[src/rtl/ex_mem_wb_pipeline.sv]
// ============================================================================
// Module      : ex_mem_wb_pipeline
// Description : EX/MEM and MEM/WB pipeline registers with data-memory handshake
//               and forwarding outputs. Optional macro RETIRE_COUNT_EN adds a
//               64-bit retired-instruction counter.
// Revision    : 1.0 - initial release
// ============================================================================
`default_nettype none

module ex_mem_wb_pipeline #(
  parameter int XLEN = 32
) (
  input  logic            clk,
  input  logic            reset_n,
  input  logic            flush,
  input  logic            ex_valid,
  input  logic            ex_regwrite,
  input  logic            ex_memread,
  input  logic            ex_memwrite,
  input  logic            ex_memtoreg,
  input  logic [4:0]      ex_rd,
  input  logic [XLEN-1:0] ex_alu_result,
  input  logic [XLEN-1:0] ex_store_data,
  input  logic            mem_ready,
  input  logic [XLEN-1:0] mem_rdata,
  output logic            ex_stall,
  output logic [XLEN-1:0] mem_addr,
  output logic [XLEN-1:0] mem_wdata,
  output logic            mem_read,
  output logic            mem_write,
  output logic            EX_MEM_RegWrite,
  output logic [4:0]      EX_MEM_RegisterRD,
  output logic [XLEN-1:0] ex_mem_fwd_data,
  output logic            MEM_WB_RegWrite,
  output logic [4:0]      MEM_WB_RegisterRD,
  output logic [XLEN-1:0] wb_data
`ifdef RETIRE_COUNT_EN
  ,
  output logic [63:0]     retire_count
`endif
);

  localparam logic [1:0] c_IDLE    = 2'd0;
  localparam logic [1:0] c_OCC_ALU = 2'd1;
  localparam logic [1:0] c_OCC_MEM = 2'd2;

  logic [1:0]      r_state;
  logic [1:0]      w_nextState;
  logic            r_emRegWrite;
  logic            r_emMemRead;
  logic            r_emMemWrite;
  logic            r_emMemToReg;
  logic [4:0]      r_emRd;
  logic [XLEN-1:0] r_emAlu;
  logic [XLEN-1:0] r_emSData;
  logic            r_wbValid;
  logic            r_wbRegWrite;
  logic [4:0]      r_wbRd;
  logic [XLEN-1:0] r_wbVal;
  logic            w_emValid;
  logic            w_hold;
  logic            w_wbLoad;

  // State register: the EX/MEM valid bit is encoded in the state.
  always_ff @(posedge clk or negedge reset_n) begin
    if (!reset_n) r_state <= c_IDLE;
    else          r_state <= w_nextState;
  end

  always_comb begin
    w_nextState = r_state;
    if (flush) begin
      w_nextState = c_IDLE;
    end else if (!w_hold) begin
      if (!ex_valid)                        w_nextState = c_IDLE;
      else if (ex_memread || ex_memwrite)   w_nextState = c_OCC_MEM;
      else                                  w_nextState = c_OCC_ALU;
    end
  end

  always_comb begin
    w_emValid       = 1'b0;
    w_hold          = 1'b0;
    case (r_state)
      c_OCC_ALU: w_emValid = 1'b1;
      c_OCC_MEM: begin
        w_emValid = 1'b1;
        w_hold    = ~mem_ready;
      end
      default:   w_emValid = 1'b0;
    endcase
    ex_stall        = w_hold;
    mem_read        = w_emValid & r_emMemRead;
    mem_write       = w_emValid & r_emMemWrite;
    EX_MEM_RegWrite = w_emValid & r_emRegWrite & (r_emRd != 5'd0);
    MEM_WB_RegWrite = r_wbValid & r_wbRegWrite & (r_wbRd != 5'd0);
    w_wbLoad        = w_emValid & ~w_hold & ~flush;
  end

  // EX/MEM payload; contents are only meaningful while the state is occupied.
  always_ff @(posedge clk or negedge reset_n) begin
    if (!reset_n) begin
      r_emRegWrite <= 1'b0;
      r_emMemRead  <= 1'b0;
      r_emMemWrite <= 1'b0;
      r_emMemToReg <= 1'b0;
      r_emRd       <= '0;
      r_emAlu      <= '0;
      r_emSData    <= '0;
    end else if (!flush && !w_hold) begin
      r_emRegWrite <= ex_regwrite;
      r_emMemRead  <= ex_memread;
      r_emMemWrite <= ex_memwrite;
      r_emMemToReg <= ex_memtoreg;
      r_emRd       <= ex_rd;
      r_emAlu      <= ex_alu_result;
      r_emSData    <= ex_store_data;
    end
  end

  always_ff @(posedge clk or negedge reset_n) begin
    if (!reset_n) begin
      r_wbValid    <= 1'b0;
      r_wbRegWrite <= 1'b0;
      r_wbRd       <= '0;
      r_wbVal      <= '0;
    end else begin
      r_wbValid    <= w_wbLoad;
      r_wbRegWrite <= w_wbLoad & r_emRegWrite;
      if (w_wbLoad) begin
        r_wbRd  <= r_emRd;
        r_wbVal <= r_emMemToReg ? mem_rdata : r_emAlu;
      end
    end
  end

  assign mem_addr          = r_emAlu;
  assign mem_wdata         = r_emSData;
  assign EX_MEM_RegisterRD = r_emRd;
  assign ex_mem_fwd_data   = r_emAlu;
  assign MEM_WB_RegisterRD = r_wbRd;
  assign wb_data           = r_wbVal;

`ifdef RETIRE_COUNT_EN
  logic [63:0] r_retireCount;

  always_ff @(posedge clk or negedge reset_n) begin
    if (!reset_n)      r_retireCount <= '0;
    else if (w_wbLoad) r_retireCount <= r_retireCount + 64'd1;
  end

  assign retire_count = r_retireCount;
`endif

endmodule

`default_nettype wire

[config.mk]
export PLATFORM = sky130hd
export DESIGN_NAME = ex_mem_wb_pipeline
export DESIGN_NICKNAME = d
export VERILOG_FILES = /design/src/rtl/ex_mem_wb_pipeline.sv
export SDC_FILE = /design/constraint.sdc
export NUM_CORES = 1
export LEC_CHECK = 0
export ABC_AREA = 1
export BUFFER_PORTS_ARGS = -buffer_cell sky130_fd_sc_hd__buf_2
export CAP_MARGIN = 20
export CORE_MARGIN = 10
export CORE_UTILIZATION = 27
export CTS_CLUSTER_SIZE = 8
export DETAILED_ROUTE_END_ITERATION = 8
export GPL_TIMING_DRIVEN = 0
export HOLD_SLACK_MARGIN = 0.12
export REMOVE_ABC_BUFFERS = 1
export SYNTH_ARGS = -nofsm -noshare
export SYNTH_HDL_FRONTEND = slang
export SYNTH_SLANG_ARGS = --single-unit
[constraint.sdc]
create_clock -name clk -period 4.5 [get_ports clk]
set_clock_uncertainty 0.2 [all_clocks]
set_input_delay 0.9 -clock clk [delete_from_list [all_inputs] [get_ports clk]]
set_output_delay 0.9 -clock clk [all_outputs]
set_load 0.05 [all_outputs]
==> reports/metrics.csv, run 1 <==
metric,value,unit
I/O Pins,253,
outcome,completed,
fin crit share,0.644,
router iterations before antenna repair,4,
# diodes,0,
main area contributors after synthesis,"dfrtp_1, nand2_1, buf_4",
HP Class,in2async,
Gate Count Post-Synth,645,
pin count of the biggest net entering global routing,75,
Fmax achieved,0.345,GHz
Critical Path Start Type,register,
WL final,17200,um
post-layout util,0.377,
Detail Route Antenna Nets,0,
fin crit period,2.90,ns
top-count cell post-synth,nand2_1,
crit path max fanout,38,
clk sinks,114,
Final Hold Vio Count,0,
Yosys top cell area share,0.558,
H-tree depth,4,
"EDFF count, synth",0,
pwr/cell area,562,nW/um^2
worst-skew pair later-pin latency,0.41,ns
"flops & latches, synth",114,
Area growth syn-to-layout,37.5,%
endpoints failing setup,0,
Worst-path clk slew,0.06,ns
row count,50,
Synth Cell Area,5110,um^2
first-pass GRT wire length,26500,um
Final Max Slew Viols,0,
layout cells sized above 1,0.339,
post-detail-place hpwl,12400,um
Worst EP arrival,2.98,ns
Placeable Area,18600,um^2
die height,158,um
Max Root-Sink Buffers,2,
dominant cell type by area after synthesis,dfrtp_1,
initial core utilization,0.274,
DR vias,4755,
"Design Area, Final",7020,um^2
Worst Tran Pin Value,0.870,ns
RePlAce Congestion,0.760,
vias per std cell,4.31,
unrepaired setup endpoints after global routing,false,
post-route DRC violation count,0,
"Seq/Total Area, Yosys",0.558,
CP endpoint kind,register,
ys async rst share,1.00,
"Avg Cell Area, Syn",7.92,um^2
Post-synth top cells,"nand2_1, dfrtp_1, nand3_1",
port bufs,252,
Synth warnings,0,
Hold WS,0.252,ns
TritonCTS clock tree,built,
initial antenna violation count,1,
Worst EP required,4.58,ns
Worst slew margin,0.418,
Hold Buf Count CTS,0,
die area,24800,um^2
die width,158,um
Nets,969,
dpl cell area,6440,um^2
PostCTS Resize Cnt,0,
"Top FF cell, synth",dfrtp_1,
Total GRT Usage,0.136,
# Post-CTS Setup Buffers,0,
vias in the first global route,4787,
kind of critical path,reg2reg,
maxcap violations,0,
Iter 0 DRT Violations,196,
Cell variety after synth,14,
Reg2Reg Setup Slack,1.60,ns
P_leak,4.18,nW
grt total ovfl,0,
total CTS buffers,17,
CTS root buf,clkbuf_16,
VDD IR-drop max,0.000229,V
routed len/inst,15.6,um
==> worst max-delay path, cell delays in order, from the launching register on <==
cell and delay [ns]:
dfrtp_1 0.39, inv_1 0.06, ha_1 0.25, inv_1 0.07
nand2_2 0.64, nand3_2 0.62, buf_16 0.37, nand2_1 0.08
nand2_1 0.06
==> power by group <==
| part | switching (mW) | internal (mW) | leakage [nW] |
|---|---|---|---|
| sequential | 0.115 | 1.19 | 1.42 |
| combinational | 1.03 | 0.286 | 2.48 |
| clock | 0.500 | 0.828 | 0.275 |
| total | 1.64 | 2.30 | 4.18 |
==> worst paths after layout <==
kind                                  start       endpoint  cells after the start
worst min register to register  wb_data[31]    wb_data[31]                      2
worst max register to register   r_state[0]     wb_data[0]                      8
max in group asynchronous           reset_n     wb_data[0]                      2
worst max-delay path             r_state[0]     wb_data[0]                      8
worst min-delay path                reset_n  mem_wdata[24]                      1
min in group clk                wb_data[31]    wb_data[31]                      2
==> flip-flops by register name, indices dropped and copies added (netlist names) <==
register and flops:
EX_MEM_RegisterRD 5, r_wbValid 1, wb_data 32, r_emRegWrite 1, r_state 2, MEM_WB_RegisterRD 5, r_emMemWrite 1, mem_wdata 32
r_wbRegWrite 1, r_emMemRead 1, r_emMemToReg 1, ex_mem_fwd_data 32
==> per-stage QoR <==
stage	instances	setup TNS [ns]	worst slack, ns	power [mW]
2_1_floorplan	579	0	0.818	2.23
5_1_grt	1104	0	1.31	4.14
3_3_place_gp	1065	-92.71	-1.19	2.62
4_1_cts	1104	0	1.51	4.01
3_5_place_dp	1072	0	1.52	2.65
6_report	1104	0	1.60	3.95
==> layout make-up <==
cell class	instances	area [um^2]
Fill cell	1950	11600
Sequential cell	114	2850
Multi-Input combinational cell	447	1790
Timing Repair Buffer	259	1440
Clock buffer	19	443
Tap cell	234	293
Clock inverter	13	136
Inverter	18	67.6
==> routing by layer <==
| metal | global-route usage | wire length, um | vias up |
|---|---|---|---|
| li1 | - | - | 2370 |
| met1 | 0.160 | 7350 | 2195 |
| met2 | 0.226 | 8370 | 173 |
| met3 | 0.0535 | 1300 | 15 |
| met4 | 0.0378 | 168 | 2 |
| met5 | 0 | 13 | - |
==> cells by family after synthesis <==
group | Yosys count | synth area share
DFF | 114 | 0.558
and+or+nand+nor | 436 | 0.332
buffers and inverters | 84 | 0.0950
adders and majority gates | 2 | 0.00490
AOI/OAI and AO/OA | 9 | 0.00955
==> layout by cell type (no fill, tap or decap) <==
cell / instances
inv_6: 1
buf_6: 1
nand3_2: 1
inv_1: 18
clkinvlp_4: 4
bufinv_16: 2
buf_2: 251
clkinv_2: 4
nor2_1: 9
clkinv_4: 2
clkbuf_1: 1
o21ai_0: 8
dfrtp_1: 114
nand3_1: 36
nand4_1: 5
clkbuf_16: 17
buf_12: 3
nand2_1: 382
a21oi_4: 1
clkbuf_8: 1
ha_1: 2
nand2_2: 2
nand2_4: 1
buf_16: 4
(Power assumes the default switching activity.)
==> inputs of run 2 (changes only) <==
--- a/config.mk
+++ b/config.mk
@@ -5,7 +5,7 @@
 export SDC_FILE = /design/constraint.sdc
 export NUM_CORES = 1
 export LEC_CHECK = 0
-export ABC_AREA = 1
+export ABC_AREA = 0
 export BUFFER_PORTS_ARGS = -buffer_cell sky130_fd_sc_hd__buf_2
 export CAP_MARGIN = 20
 export CORE_MARGIN = 10
==> constraint.sdc (replaced) <==
create_clock -name clk -period 2.45 [get_ports clk]
set_clock_uncertainty 0.2 [all_clocks]
set_input_delay 0.49 -clock clk [delete_from_list [all_inputs] [get_ports clk]]
set_output_delay 0.49 -clock clk [all_outputs]
set_load 0.05 [all_outputs]
==> run 2 against run 1 <==
Against the previous run:
- sequential power up 93%
- worst setup slack worse by 1.5 ns
- combinational power up 130%
- largest power group is now combinational logic
==> reports/metrics.csv, run 2 <==
metric,value,unit,change
CTS root buf,clkbuf_16,,
first-pass GRT wire length,24300,um,-8.0%
post-route DRC violation count,0,,unchanged
CP endpoint kind,output pin,,
Area growth syn-to-layout,48.7,%,
total CTS buffers,17,,unchanged
Gate Count Post-Synth,327,,-49%
Iter 0 DRT Violations,161,,-18%
"Avg Cell Area, Syn",16.5,um^2,+110%
initial core utilization,0.276,,+0.00195
crit path max fanout,3,,-92%
crit path from,EX_MEM_RegisterRD[0],,
Max Root-Sink Buffers,2,,unchanged
endpoints failing setup,0,,unchanged
final worst setup slack,0.0567,ns,-1.55 ns
top-count cell post-synth,dfrtp_1,,
Synth warnings,0,,unchanged
grt total ovfl,0,,unchanged
VDD IR-drop max,0.000388,V,+69%
"flops & latches, synth",114,,unchanged
row count,51,,+2.0%
Worst Tran Pin Value,0.891,ns,+0.0206 ns
HP Class,in2reg,,
worst-skew pair later-pin latency,0.41,ns,about the same
DR vias,3759,,-21%
dominant cell type by area after synthesis,dfrtp_1,,
Cell variety after synth,25,,+11
Critical Path Start Type,register,,
unrepaired setup endpoints after global routing,false,,
Nets,740,,-24%
Fmax achieved,0.418,GHz,
WL final,15400,um,-10%
Final Max Slew Viols,0,,unchanged
post-detail-place hpwl,11200,um,-10%
Worst-path clk slew,0.05,ns,about the same
P_leak,3.95,nW,-5.3%
Worst slew margin,0.406,,-0.0117
Hold Startpoint,ex_regwrite,,
Buf/Inv on CP,1,,-2
die area,26000,um^2,+4.8%
post-layout util,0.410,,+0.0336
main area contributors after synthesis,"dfrtp_1, mux2_4, mux2_2",,
Detail Route Antenna Nets,0,,unchanged
vias per std cell,4.15,,-3.7%
router iterations before antenna repair,4,,unchanged
die width,161,um,+2.4%
layout cells sized above 1,0.684,,+0.345
"Top FF cell, synth",dfrtp_1,,
H-tree depth,4,,unchanged
launching point of the worst reg2reg path,r_state[0],,
pin count of the biggest net entering global routing,60,,-20%
Total GRT Usage,0.117,,-0.0194
die height,161,um,+2.4%
I/O Pins,253,,unchanged
Synth Cell Area,5390,um^2,+5.5%
RePlAce Congestion,0.737,,-3.0%
dpl ws,0.0985,ns,-1.43 ns
most frequent cells in the layout,"buf_2, dfrtp_1, mux2_4, dlygate4sd3_1, mux2_2",,
Max stage delay on crit path,0.54,ns,-0.10 ns
"Seq/Total Area, Yosys",0.529,,-0.0290
Fillers,1785,,-8.5%
Sequential cell area,2850,um^2,about the same
Worst EP required,1.76,ns,-2.82 ns
ys async rst share,1.00,,unchanged
fin crit share,0.977,,
"delay-heaviest family, CP",simple AND/OR/NAND/NOR gates,,
fin crit period,2.39,ns,
"EDFF count, synth",0,,unchanged
outcome,completed,,
initial antenna violation count,1,,unchanged
port bufs,252,,unchanged
pwr/cell area,1030,nW/um^2,+83%
Post-synth top cells,"dfrtp_1, mux2_4, mux2_2",,
Worst EP arrival,1.70,ns,-1.28 ns
Yosys top cell area share,0.529,,-0.0290
TritonCTS clock tree,built,,
"Cell Chain, Critical Path",or4_4 > nor2_1 > nor3b_1 > buf_4,,
clk sinks,114,,unchanged
vias in the first global route,4286,,-10%
maxcap violations,0,,unchanged
Final Hold Vio Count,0,,unchanged
"commonest non-fill, non-tap cell in the layout",buf_2,,
Placeable Area,19500,um^2,+4.7%
routed len/inst,17.0,um,+9.3%
CP max stage cell,or4_4,,
kind of critical path,reg2out,,
area of the multi-input gates,2080,um^2,+16%
-- run 2: cells by family (layout without fill, tap and decap cells) --
| group | after synthesis | in the layout | share of synthesized area |
|---|---|---|---|
| muxes | 143 | 143 | 0.354 |
| AOI/OAI and AO/OA | 4 | 4 | 0.00464 |
| buffers and inverters | 50 | 363 | 0.0873 |
| DFF | 114 | 114 | 0.529 |
| other | 0 | 1 | 0 |
| and+or+nand+nor | 14 | 14 | 0.0200 |
| adders and majority gates | 2 | 2 | 0.00464 |
-- run 2: through the flow --
step                      TNS (ns)  total power [mW]  instances  instance area (um^2)  hold slack (ns)
final                            0              8.23        906                  8010            0.138
after global routing             0              8.58        906                  8010            0.133
after CTS                        0              8.34        902                  7970            0.121
after detailed placement         0              5.51        800                  6620            0.286
after global placement     -130.59              5.46        796                  6520            0.287
after floorplan              -7.94              4.70        279                  4930         -0.00559
-- run 2: area by class of cell --
type,instances,area share
diodes,1,0.000312
clock buffers,17,0.0531
clock inverters,14,0.0265
inverters,2,0.000937
multi-input cells,163,0.259
flip-flops and latches,114,0.356
well taps,265,0.0414
repair buffers,330,0.262
-- run 2: worst paths after layout --
path	to	slack (ns)	cells after the start
min reg2reg	wb_data[31]	0.30	1
min	r_emRegWrite	0.14	2
max	EX_MEM_RegWrite	0.06	4
max in group asynchronous	r_emMemToReg	0.94	3
max reg2reg	ex_mem_fwd_data[9]	0.18	6
min in group asynchronous	wb_data[25]	0.41	2
-- run 2: layer usage --
metal,part of all wire,wire length [um],GRT usage,up-vias
met5,0,0,0,-
met4,0.014,217,0.0385,0
met3,0.091,1410,0.0554,15
met2,0.51,7860,0.207,168
met1,0.39,5950,0.119,1855
li1,-,-,-,1721
-- run 2: timing repair --
item / in CTS / in global routing
setup buffers: 0 / 3
resized for setup: 1 / 1
hold buffers: 71 / 0
setup endpoints to repair: 1 / 2
pin swaps: 0 / 1
endpoints found under the hold margin: 128 / 0
-- run 2: where the power goes --
group          total [mW]  leakage, nW  switching, mW  internal, mW
combinational        3.02         2.30           2.06         0.953
clock                2.68        0.301          0.886          1.80
sequential           2.53         1.35          0.267          2.26
==> inputs of run 3 (changes only) <==
--- a/config.mk
+++ b/config.mk
@@ -8,7 +8,7 @@
 export ABC_AREA = 0
 export BUFFER_PORTS_ARGS = -buffer_cell sky130_fd_sc_hd__buf_2
 export CAP_MARGIN = 20
-export CORE_MARGIN = 10
+export CORE_MARGIN = 5
 export CORE_UTILIZATION = 27
 export CTS_CLUSTER_SIZE = 8
 export DETAILED_ROUTE_END_ITERATION = 8
==> run 3 against run 2 <==
Against the previous run:
- core utilization decreased by 0.39 points
- fmax increased by 1.7%
- combinational power about the same
- global-route usage about the same
- register-to-register slack got worse by 0.02 ns
- cell count unchanged
- worst hold slack improved by 0.0023 ns
==> reports/metrics.csv, run 3 (synthesis results as in run 2) <==
metric,value,unit,change
worst-skew pair later-pin latency,0.40,ns,about the same
vias per std cell,4.06,,-2.1%
H-tree depth,4,,unchanged
post-layout util,0.406,,-0.00389
Worst EP arrival,1.66,ns,-0.04 ns
endpoints failing setup,0,,unchanged
Worst-path clk slew,0.05,ns,about the same
Area growth syn-to-layout,47.7,%,
clk sinks,114,,unchanged
kind of critical path,reg2out,,
die height,151,um,-6.2%
outcome,completed,,
I/O Pins,253,,unchanged
"commonest non-fill, non-tap cell in the layout",buf_2,,
"delay-heaviest family, CP",simple AND/OR/NAND/NOR gates,,
Worst EP required,1.76,ns,about the same
# diodes,0,,-1
Fmax achieved,0.425,GHz,+1.7%
Total GRT Usage,0.117,,+0.000183
Worst Tran Pin Value,0.848,ns,-0.0421 ns
TritonCTS clock tree,built,,
grt total ovfl,0,,unchanged
routed len/inst,14.9,um,-12%
layout cells sized above 1,0.679,,-0.00575
"Cell Chain, Critical Path",or4_1 > nor2_1 > nor3b_1 > buf_4,,
Iter 0 DRT Violations,68,,-58%
pwr/cell area,1010,nW/um^2,-1.2%
Int Pwr,4.94,mW,-1.5%
P_leak,3.94,nW,-0.46%
CTS root buf,clkbuf_16,,
pin count of the biggest net entering global routing,64,,+6.7%
Max Root-Sink Buffers,2,,unchanged
CP endpoint kind,output pin,,
first-pass GRT wire length,21000,um,-14%
Detail Route Antenna Nets,0,,unchanged
initial core utilization,0.275,,-0.000899
Final Hold Vio Count,0,,unchanged
fin crit share,0.960,,-0.0167
WL final,13500,um,-12%
clock share of power,0.317,,-0.009
most frequent cells in the layout,"buf_2, dfrtp_1, mux2_4, dlygate4sd3_1, mux2_2",,
CP max stage cell,or4_1,,
Max stage delay on crit path,0.52,ns,-0.02 ns
die area,22900,um^2,-12%
Final Total Pwr,8.08,mW,-1.8%
unrepaired setup endpoints after global routing,false,,
Placeable Area,19600,um^2,+0.33%
"Design Area, Final",7960,um^2,-0.62%
VDD IR-drop max,0.000380,V,-2.0%
Fin Setup TNS,0,ns,unchanged
fin crit period,2.35,ns,-0.0408 ns
Sequential Power Share,0.312,,+0.005
RePlAce Congestion,0.706,,-4.3%
total CTS buffers,17,,unchanged
row count,51,,unchanged
switch share,0.389,,-0.00210
crit path max fanout,4,,+1
router iterations before antenna repair,4,,unchanged
Worst slew margin,0.434,,+0.0280
DR vias,3680,,-2.1%
post-detail-place hpwl,9460,um,-15%
dpl cell area,6600,um^2,-0.25%
HP Class,in2reg,,
Logic pwr share,0.370,,+0.003
vias in the first global route,4122,,-3.8%
Nets,740,,unchanged
Final Max Slew Viols,0,,unchanged
maxcap violations,0,,unchanged
port bufs,252,,unchanged
net load switching power,3.14,mW,-2.3%
post-route DRC violation count,0,,unchanged
initial antenna violation count,0,,-1
Critical Path Start Type,register,,
die width,151,um,-6.2%
Buf/Inv on CP,1,,unchanged
-- run 3: cell types whose count changed in the layout (fill, tap and decap cells not counted), sizes merged --
cell / previous run / this run
diode: 1 / 0
clkbuf: 17 / 23
bufinv: 5 / 4
clkinv: 4 / 3
nor2: 3 / 4
inv: 3 / 2
dlygate4sd3: 71 / 70
clkinvlp: 4 / 3
buf: 259 / 258
-- run 3: per-stage QoR --
| stage | hold WS, ns | setup WS, ns | instances |
|---|---|---|---|
| 6_report | 0.140 | 0.0975 | 906 |
| 5_1_grt | 0.124 | 0.0156 | 906 |
| 4_1_cts | 0.120 | 0.00160 | 902 |
| 3_5_place_dp | 0.287 | -0.0692 | 799 |
| 3_3_place_gp | 0.286 | -0.832 | 796 |
| 2_1_floorplan | -0.00559 | -0.267 | 279 |
-- run 3: repair_timing --
item                                    4_1_cts  5_1_grt
pin swaps                                     1        0
hold buffers                                 70        0
endpoints found under the hold margin       120        0
endpoints found under the setup margin       43        2
gates resized for setup                       0        3
gates cloned                                  1        0
buffers inserted                              0        4
-- run 3: area by class of cell --
cell class                 instances  area, um^2
clock buffer                      22         454
inverter                           2        7.51
fill                            1851       11600
timing repair buffer             329        2070
clock inverter                    10         158
sequential                       114        2850
multi-input combinational        164        2080
tap                              265         332
-- run 3: power by group through the flow --
stage / clock (mW) / sequential (mW) / combinational [mW]
3_5_place_dp: 0 / 2.55 / 2.92
4_1_cts: 2.65 / 2.53 / 3.01
6_report: 2.56 / 2.52 / 2.99
5_1_grt: 2.73 / 2.59 / 3.12
3_3_place_gp: 0 / 2.54 / 2.89
2_1_floorplan: 0 / 4.06 / 0.643
-- run 3: routing by layer --
layer / vias to the layer above / track usage / wire length (um)
met5: - / 0 / 0
met4: 0 / 0.0403 / 120
met3: 8 / 0.0371 / 1040
met2: 148 / 0.209 / 7000
met1: 1798 / 0.131 / 5390
li1: 1726 / - / -
-- run 3: final timing paths --
path                                 startpoint                   to  slack [ns]  cells past startpoint
max                        EX_MEM_RegisterRD[3]      EX_MEM_RegWrite         0.1                      4
min                           ex_alu_result[11]  ex_mem_fwd_data[11]        0.14                      2
min reg2reg                         wb_data[31]          wb_data[31]        0.30                      1
min in group asynchronous               reset_n  ex_mem_fwd_data[19]        0.48                      2
max reg2reg                          r_state[0]  ex_mem_fwd_data[11]        0.16                      6
max in group asynchronous               reset_n        mem_wdata[24]        0.83                      3
-- run 3: worst reg2reg max path, stage by stage (launching register included) --
cell and delay (ns):
dfrtp_1 0.37, inv_1 0.05, ha_1 0.22, nor2b_4 0.17, nor2_8 0.41, buf_16 0.34, mux2_2 0.42
